## src/rtl/mod_updown_counter.sv

```systemverilog
// -----------------------------------------------------------------------------
// mod_updown_counter
//
// Parametrised modulo up/down counter with parallel load, a terminal-count
// pulse and a sticky wrap flag. One clock domain.
//
// Optional feature macro: COUNTER_PRESCALE_EN
//   Defined   : an internal prescaler makes every PRESCALE-th enabled cycle
//               a step.
//   Undefined : every enabled cycle is a step and PRESCALE is ignored.
//
// Parameters
//   WIDTH    : counter width in bits (2..32)
//   MODULO   : count range 0..MODULO-1 (2 <= MODULO <= 2**WIDTH)
//   PRESCALE : enabled cycles per step when the prescaler is compiled in (>= 1)
//
// Ports
//   clk      : clock, all state updates on posedge
//   reset    : asynchronous active-low reset
//   clr      : synchronous clear of count, tc, wrap and prescaler
//   enable   : count enable
//   up       : direction, 1 = increment, 0 = decrement
//   load     : synchronous parallel load (clamped to MODULO-1)
//   load_val : load value
//   wrap_clr : synchronous clear of the sticky wrap flag
//   out      : current count (registered)
//   tc       : terminal-count pulse, one cycle per wrap (registered)
//   wrap     : sticky wrap flag (registered)
// -----------------------------------------------------------------------------
module mod_updown_counter #(
   parameter int     WIDTH    = 8,
   parameter longint MODULO   = 256,
   parameter int     PRESCALE = 4
) (
   input  logic             clk,
   input  logic             reset,
   input  logic             clr,
   input  logic             enable,
   input  logic             up,
   input  logic             load,
   input  logic [WIDTH-1:0] load_val,
   input  logic             wrap_clr,
   output logic [WIDTH-1:0] out,
   output logic             tc,
   output logic             wrap
);

   // Reject illegal parameter sets at elaboration time.
   if ((WIDTH < 2) || (WIDTH > 32)) begin : g_bad_width
      $error("mod_updown_counter: WIDTH out of range");
   end
   if ((MODULO < 64'sd2) || (MODULO > (64'sd1 <<< WIDTH))) begin : g_bad_modulo
      $error("mod_updown_counter: MODULO out of range");
   end
   if (PRESCALE < 1) begin : g_bad_prescale
      $error("mod_updown_counter: PRESCALE must be >= 1");
   end

   localparam logic [WIDTH-1:0] MAX_VAL = WIDTH'(MODULO - 64'sd1);

   logic [WIDTH-1:0] out_q, out_d;
   logic             tc_q, tc_d;
   logic             wrap_q, wrap_d;
   logic             tick_s;
   logic             wrap_evt_s;
   logic [WIDTH-1:0] load_clamped_s;

`ifdef COUNTER_PRESCALE_EN
   localparam int            PS_W    = (PRESCALE > 1) ? $clog2(PRESCALE) : 1;
   localparam logic [PS_W-1:0] PS_LAST = PS_W'(PRESCALE - 1);

   logic [PS_W-1:0] ps_q, ps_d;

   // Prescaler: counts enabled cycles, tick on the last phase.
   always_comb begin
      tick_s = (ps_q == PS_LAST);
      if (clr || load) begin
         ps_d = {PS_W{1'b0}};
      end else if (enable) begin
         if (tick_s) begin
            ps_d = {PS_W{1'b0}};
         end else begin
            ps_d = ps_q + PS_W'(1);
         end
      end else begin
         ps_d = ps_q;
      end
   end

   // Prescaler phase register.
   always_ff @(posedge clk or negedge reset) begin
      if (!reset) begin
         ps_q <= {PS_W{1'b0}};
      end else begin
         ps_q <= ps_d;
      end
   end
`else
   // Without the prescaler every enabled cycle is a step.
   always_comb begin
      tick_s = 1'b1;
   end
`endif

   // Out-of-range load values saturate at the top of the count range.
   always_comb begin
      if ({1'b0, load_val} > {1'b0, MAX_VAL}) begin
         load_clamped_s = MAX_VAL;
      end else begin
         load_clamped_s = load_val;
      end
   end

   // Next-state logic: clr > load > step > hold. Wrap compare precedes the
   // add/subtract so no intermediate leaves the 0..MODULO-1 range.
   always_comb begin
      out_d      = out_q;
      wrap_evt_s = 1'b0;
      if (clr) begin
         out_d = {WIDTH{1'b0}};
      end else if (load) begin
         out_d = load_clamped_s;
      end else if (enable && tick_s) begin
         if (up) begin
            if (out_q == MAX_VAL) begin
               out_d      = {WIDTH{1'b0}};
               wrap_evt_s = 1'b1;
            end else begin
               out_d = out_q + WIDTH'(1);
            end
         end else begin
            if (out_q == {WIDTH{1'b0}}) begin
               out_d      = MAX_VAL;
               wrap_evt_s = 1'b1;
            end else begin
               out_d = out_q - WIDTH'(1);
            end
         end
      end else begin
         out_d = out_q;
      end

      tc_d = wrap_evt_s;
      // A wrap event on the same edge as wrap_clr keeps the flag set.
      if (clr) begin
         wrap_d = 1'b0;
      end else begin
         wrap_d = (wrap_q & ~wrap_clr) | wrap_evt_s;
      end
   end

   // Output state registers.
   always_ff @(posedge clk or negedge reset) begin
      if (!reset) begin
         out_q  <= {WIDTH{1'b0}};
         tc_q   <= 1'b0;
         wrap_q <= 1'b0;
      end else begin
         out_q  <= out_d;
         tc_q   <= tc_d;
         wrap_q <= wrap_d;
      end
   end

   assign out  = out_q;
   assign tc   = tc_q;
   assign wrap = wrap_q;

endmodule

```

## config.mk

```make
export PLATFORM = sky130hd
export DESIGN_NAME = mod_updown_counter
export DESIGN_NICKNAME = d
export VERILOG_FILES = /design/src/rtl/mod_updown_counter.sv
export SDC_FILE = /design/constraint.sdc
export NUM_CORES = 1
export LEC_CHECK = 0
export CAP_MARGIN = 40
export CELL_PAD_IN_SITES_DETAIL_PLACEMENT = 1
export CELL_PAD_IN_SITES_GLOBAL_PLACEMENT = 1
export CORE_MARGIN = 2
export CORE_UTILIZATION = 30
export CTS_CLUSTER_DIAMETER = 200
export CTS_CLUSTER_SIZE = 20
export DETAILED_ROUTE_END_ITERATION = 7
export GPL_TIMING_DRIVEN = 0
export PLACE_DENSITY_LB_ADDON = 0.1
export SYNTH_ARGS = -nofsm -noshare
export SYNTH_HDL_FRONTEND = slang
export SYNTH_SLANG_ARGS = --single-unit
```

## constraint.sdc

```tcl
create_clock -name clk -period 1.95 [get_ports clk]
set_input_delay 0.39 -clock clk [delete_from_list [all_inputs] [get_ports clk]]
set_output_delay 0.39 -clock clk [all_outputs]
set_load 0.005 [all_outputs]
```

* After elaboration in Yosys (flattened, before gate mapping)
Index checks and enable logic that the tools add are counted.
** Word-level totals
- Flip-flop bits (word level) :: 10
- Input bits :: 15
- Output and inout bits :: 10
** Operators by class
- Add/subtract/negate cells :: 2
- Eq/ne operators :: 1
- Mux-type cells :: 13
- Bitwise gates (word level) :: 3
- Reduce and logical (&&, ||, !) cells :: 2
** Operator list (count)
- two-way mux 8 bit :: 6
- adder 8 x 1 -> 8 bit, second input constant :: 1
- equality test 8 bit, second input constant :: 1
- zero test 8 bit :: 1
- subtractor 8 x 1 -> 8 bit, second input constant :: 1
- two-way mux 1 bit :: 7
- nonzero test 3 bit :: 1
- AND 1 bit :: 1
- NOT 1 bit :: 1
- OR 1 bit :: 1

* Depth between registers and ports, before layout
Gate-level depths: netlist (run 1).
- Word-level depth :: 8
- Depth in mapped cells :: 6

* Worst setup path after synthesis (run 1)
Ideal clock, no wire load.
- Path kind :: reg-to-reg
- Start :: reg out_q[4] (netlist: out[4])
- End :: reg out_q[6] (netlist: out[6])
- Library setup time :: 96 ps
- Arrival :: 1846 ps
- Data required time :: 1854 ps
- Slack :: 8 ps
- Cell stages (with the launch flop) :: 7
- Period minus slack after synthesis :: 1942 ps
- Path through :: dfrtp_1 > buf_6 > or4_4 > buf_6 > o31a_1 > and3b_1 > o32ai_2
** Between the ends
- Longest elaborated chain between the ends :: 6
- Elaborated cells between the ends (all ways) :: 10
- Those cells by class :: add/sub: 2; eq/ne: 1; mux: 6; reduce/logical: 1
** RTL lines
- from (decl) :: line 61 : logic [WIDTH-1:0] out_q, out_d;
- from (signal assigned) :: line 155 : out_q <= {WIDTH{1'b0}};
- from (signal assigned) :: line 159 : out_q <= out_d;
- subtractor 8 x 1 -> 8 bit (tied with other cells) :: line 136 : out_d = out_q - WIDTH'(1);
- two-way mux 8 bit (on tied branches) :: line 132, 125
- two-way mux 8 bit * :: line 124 : if (up) begin
- two-way mux 8 bit * :: line 123 : end else if (enable && tick_s) begin
- two-way mux 8 bit * :: line 121 : end else if (load) begin
- two-way mux 8 bit * :: line 119 : if (clr) begin
Mark *: on every way between the ends. The rest lies on a longest branch, timed or not. The select of a mux whose other input is x is not followed.
A chain may end at the register's enable or synchronous reset.

* Worst setup path after layout (run 1)
Same ends and word-level chain as after synthesis.

==> results_dict.tcl, run 1 <==
set metrics [dict create \
    status "completed" \
    portBuffers 21 \
    rsz0062_at_grt "yes" \
    regToRegSetupSlack_ns 0.05 \
    p_int_mw 0.423 \
    wl_met2_um 1360 \
    fmax_mhz 527 \
    p_comb_share_pct 38.4 \
    switching_share_pct 33.4 \
    gr-total-overflow 0 \
    critPathCaptureType "flip-flop" \
    final_max_slew_viol_count 0 \
    ys_types 37 \
    diodes 0 \
    relSlewSlack_pct 62.7 \
    fp.coreArea_um2 2760 \
    ys_top_cells_by_count "dfrtp_1 (10), a21oi_1 (9), clkbuf_1 (8)" \
    wl_per_cell_um 16.5 \
    synth.ff_latch_count 10 \
    finClkSkew_ns 0.0110 \
    die_area_um2 3370 \
    power_density_nw_per_um2 536 \
    numCtsBuffers 3 \
    hold_path.class "primary input to asynchronous set/reset pin" \
    drc 0 \
    startpoint_type "flip-flop" \
    area.growth.synth_to_final_pct 35.1 \
    fillers 337 \
    avgSynthCellArea_um2 8.20 \
    first_iter_violations 19 \
    dr_wl_met3_um 86 \
    yosysWarnings 0 \
    grt_pass1_wl_um 4520 \
    start_util_pct 31.8 \
    synth-edff-count 0 \
    min_period_over_period_pct 97.3 \
    drtPass1Iterations 4 \
    maxCapViolations 0 \
    cts.clk_slew.worst_paths_ns 0.08 \
    p_sw_mw 0.212 \
    yosys.area.top_type "dfrtp_1" \
    root_buffer "clkbuf_4" \
    final_nets 154 \
    syn_area_um2 877 \
    leakagePower_nw 0.485 \
    tightestPinTransition_ns 0.560 \
    die_h_um 58.1 \
    ir_drop_mv 0.365 \
    critPathKind "flip-flop to flip-flop" \
    holdWs_ns 0.453 \
    wl_met1_um 1270 \
    ios 25 \
    routed.top_layer "met3" \
    synth.area.top_cells "dfrtp_1 (29%), a21oi_1 (5.1%), nor3b_1 (5.1%)" \
    layout-drive-gt1-share_pct 12.7 \
    cts_hold_buf 0 \
    synth_top_flop_cell "dfrtp_1" \
    htreeDepth 1 \
    antenna_found_initial 0 \
    synth_top_area_share_pct 28.5 \
    drtAntennaViolNets 0 \
    via_count 901 \
    pwr-share-clk_pct 23.5 \
    multiInputGateArea_um2 563 \
    synthesis.nets 125 \
    p_total_mw 0.635 \
    viasPerCell 5.46 \
    grtUsageTotal_pct 17.9 \
    cp_data_required_time_ns 2.13 \
    syn_inst 107 \
    dp_hpwl_um 2000 \
    gp_congestion 0.750 \
    grt_pass1_vias 912 \
    worst_skew_pair.late_latency_ns 0.27 \
    synth-seq-area-share_pct 28.5 \
    drt_wl_total_um 2720 \
    cts.path.max_buffers 2 \
    cts_tree "built" \
    hold_violations 0 \
    setup_viol 0 \
    die_w_um 58.1 \
    async_reset_ff_share_pct 100 \
    grt_max_degree 11 \
    cts.sinks 10 \
    seq_area_um2 251 \
    path_max_fanout 7 \
    row_count 19 \
    arrival_ns 2.08 \
    seqPwrFrac_pct 38.1 \
    fin_crit_ns 1.90 \
    synth.most_common_cell "dfrtp_1" \
]
==> flip-flops by register name (all words and copies together), names as in the netlist <==
name,flops
wrap,1
tc,1
out,8
==> final timing paths <==
check,startpoint,to,cells after the start
setup / recovery,out[4]$_DFFE_PN0P_,out[6]$_DFFE_PN0P_,5
max in group asynchronous,reset,out[5]$_DFFE_PN0P_,1
min in group clk,clr,out[6]$_DFFE_PN0P_,2
hold reg to reg,wrap$_DFF_PN0_,wrap$_DFF_PN0_,2
hold / removal,reset,out[6]$_DFFE_PN0P_,1
setup reg to reg,out[4]$_DFFE_PN0P_,out[6]$_DFFE_PN0P_,5
==> critical path, stage by stage (launching register included) <==
cell	delay (ns)
dfrtp_1	0.39
buf_6	0.14
or4_4	0.52
o31a_1	0.38
and3b_1	0.20
o32ai_2	0.18
==> cells by family (layout without fill, tap and decap cells) <==
kind of cell,count (synthesis),after routing,share of synthesized area (%)
and+or+nand+nor,40,40,26.7
xor gates and xnor gates,6,6,5.99
muxes,1,1,1.14
DFF,10,10,28.5
AOI/OAI and AO/OA,31,31,24.8
adders and majority gates,3,3,4.28
buffers and inverters,16,43,8.56
==> power groups by stage <==
stage	clock network (mW)	registers, mW	logic, mW
2_1_floorplan	0	0.240	0.149
3_3_place_gp	0	0.241	0.234
3_5_place_dp	0	0.242	0.239
4_1_cts	0.157	0.238	0.241
5_1_grt	0.170	0.245	0.273
6_report	0.150	0.242	0.244
==> metrics by stage <==
stage | area [um2] | setup TNS, ns | utilization (%) | instances | setup WS, ns
finish | 1180 | 0 | 43.0 | 165 | 0.0527
global route | 1180 | -0.0390 | 43.0 | 165 | -0.0390
CTS | 1160 | 0 | 42.0 | 163 | 0.0220
detailed placement | 1130 | -0.336 | 40.8 | 159 | -0.0943
global placement | 1130 | -0.336 | 40.8 | 159 | -0.0840
floorplan | 877 | 0 | - | 107 | 0.00806
==> metal layers <==
| layer | vias up | GRT usage (%) |
|---|---|---|
| li1 | 446 | - |
| met1 | 439 | 23.3 |
| met2 | 16 | 31.2 |
| met3 | 0 | 4.24 |
| met4 | 0 | 1.99 |
| met5 | - | 0 |
==> cell type report <==
type / count / share of cell area, %
multi-input cells: 81 / 47.5
flip-flops and latches: 10 / 21.2
repair buffers: 26 / 20.9
plain buffers: 8 / 3.27
well taps: 31 / 3.27
clock buffers: 3 / 1.90
inverters: 6 / 1.90
==> repair_timing <==
action	CTS	global route
endpoints found under the setup margin	5	6
endpoints found under the hold margin	0	0
pin swaps	3	2
gates resized for setup	1	4
setup buffers	2	3
==> cells in the final DEF, fill, tap and decap left out, drive strengths merged, types with 3 or more instances in the layout <==
cell           netlist  routed
a21oi                9       9
buf                  2       6
clkbuf               8      10
clkdlybuf4s50        0      21
dfrtp               10      10
ha                   3       3
inv                  6       6
nand2                5       5
nand2b               3       3
nor2                 4       4
nor2b                3       3
nor3                 7       7
nor3b                6       6
o21ai                8       8
xnor2                5       5
Note: power is estimated with default switching activity, not from simulation.
==> run 2: changes to the inputs <==
Settings changed: ABC_CLOCK_PERIOD_IN_PS from default to 1950, CORE_MARGIN 2 to default.
==> results_dict.tcl, run 2 (synthesized netlist as in run 1, its figures left out) <==
set metrics [dict create \
    numCtsBuffers 3 \
    startpoint_type "flip-flop" \
    fin_crit_ns 1.89 \
    tightestPinTransition_ns 0.552 \
    largest_reg_flops 8 \
    grt_pass1_vias 904 \
    cpPeakStageDelay_ns 0.53 \
    critPathCaptureType "flip-flop" \
    ir_drop_mv 0.373 \
    row_count 19 \
    p_int_mw 0.458 \
    final_max_slew_viol_count 0 \
    crit_chain "buf_6 > or4_4 > o31a_1 > and3b_1 > o32ai_2" \
    layout_common_cells "clkdlybuf4s50_1 (21), a21oi_1 (9), dfrtp_1 (9)" \
    leakagePower_nw 0.477 \
    die_h_um 56.1 \
    dp_cells 159 \
    slowest_stage "or4_4" \
    root_buffer "clkbuf_4" \
    status "completed" \
    path_max_fanout 9 \
    setup_viol 0 \
    ios 25 \
    viasPerCell 5.50 \
    relSlewSlack_pct 63.2 \
    via_count 897 \
    rsz0062_at_grt "yes" \
    grt_max_degree 11 \
    critPathBufInv 1 \
    final_nets 151 \
    start_util_pct 31.8 \
    finClkSkew_ns 0.00146 \
    grtUsageTotal_pct 18.6 \
    place_ws_ns -0.110 \
    cts.path.max_buffers 2 \
    arrival_ns 2.09 \
    p_comb_share_pct 34.3 \
    stdcell_area_um2 1170 \
    p_sw_mw 0.226 \
    hold_path.class "primary input to asynchronous set/reset pin" \
    worst_skew_pair.late_latency_ns 0.28 \
    cp_data_required_time_ns 2.15 \
    maxCapViolations 0 \
    drc 0 \
    multiInputGateArea_um2 558 \
    regToRegSetupSlack_ns 0.06 \
    setup_ws_ns 0.0556 \
    cts_hold_buf 0 \
    drtPass1Iterations 4 \
    first_iter_violations 15 \
    place_area_um2 1130 \
    die_area_um2 3140 \
    grt_pass1_wl_um 4460 \
    drtAntennaViolNets 0 \
    min_period_over_period_pct 97.2 \
    drt_wl_total_um 2720 \
    hold_violations 0 \
    pwr-share-clk_pct 30.3 \
    final_cells 163 \
    switching_share_pct 33.1 \
    fp.coreArea_um2 2760 \
    layout-drive-gt1-share_pct 10.6 \
    cts.sinks 10 \
    htreeDepth 1 \
    cts_tree "built" \
    p_total_mw 0.684 \
    cts.clk_slew.worst_paths_ns 0.08 \
    dp_hpwl_um 1930 \
    gr-total-overflow 0 \
    area.growth.synth_to_final_pct 33.5 \
    utilization_pct 42.5 \
    seq_area_um2 251 \
    cp_top_family "simple AND/OR/NAND/NOR gates" \
    gp_congestion 0.780 \
    antenna_found_initial 0 \
    layout_commonest_cell "clkdlybuf4s50_1" \
    diodes 0 \
    seqPwrFrac_pct 35.4 \
    fmax_mhz 528 \
    fillers 347 \
    holdWs_ns 0.457 \
    portBuffers 21 \
    power_density_nw_per_um2 584 \
    wl_per_cell_um 16.7 \
    die_w_um 56.1 \
    tns_ns 0 \
    critPathKind "flip-flop to flip-flop" \
]
## run 2: what timing repair did
item,in CTS,in global routing
resized for setup,1,3
pin swaps,3,0
buffers inserted,2,0
endpoints found under the setup margin,6,6
## run 2: per-layer routing
metal	up-vias	routed length, um	track usage (%)
li1	436	-	-
met5	-	0	0
met4	0	42	8.36
met2	15	1370	32.3
met3	4	71	2.79
met1	442	1240	22.6
## run 2: power by group through the flow
| stage | Combinational, mW | Sequential [mW] | Clock (mW) |
|---|---|---|---|
| after CTS | 0.241 | 0.238 | 0.212 |
| after detailed placement | 0.239 | 0.242 | 0 |
| after global placement | 0.233 | 0.241 | 0 |
| after floorplan | 0.149 | 0.240 | 0 |
| after global routing | 0.258 | 0.245 | 0.216 |
| final | 0.235 | 0.242 | 0.208 |
## run 2: final timing paths
path	cells past startpoint	end	start
worst max register to register	5	out[6]$_DFFE_PN0P_	out[4]$_DFFE_PN0P_
worst max-delay path	5	out[6]$_DFFE_PN0P_	out[4]$_DFFE_PN0P_
worst min register to register	2	wrap$_DFF_PN0_	wrap$_DFF_PN0_
max in group asynchronous	1	out[5]$_DFFE_PN0P_	reset
min in group clk	2	out[6]$_DFFE_PN0P_	clr
worst min-delay path	1	out[4]$_DFFE_PN0P_	reset
## run 2: final cells by class
class	instances	area share, %
repair buffers	23	19.2
inverters	6	1.92
clock buffers	4	3.10
well taps	31	3.31
plain buffers	8	3.31
multi-input cells	81	47.6
flip-flops and latches	10	21.5
==> run 3: changes to the inputs <==
Settings changed: ABC_CLOCK_PERIOD_IN_PS 1950 to default.
==> results of run 3 <==
No change in the layout: final DEF, timing and power equal those of run 2.
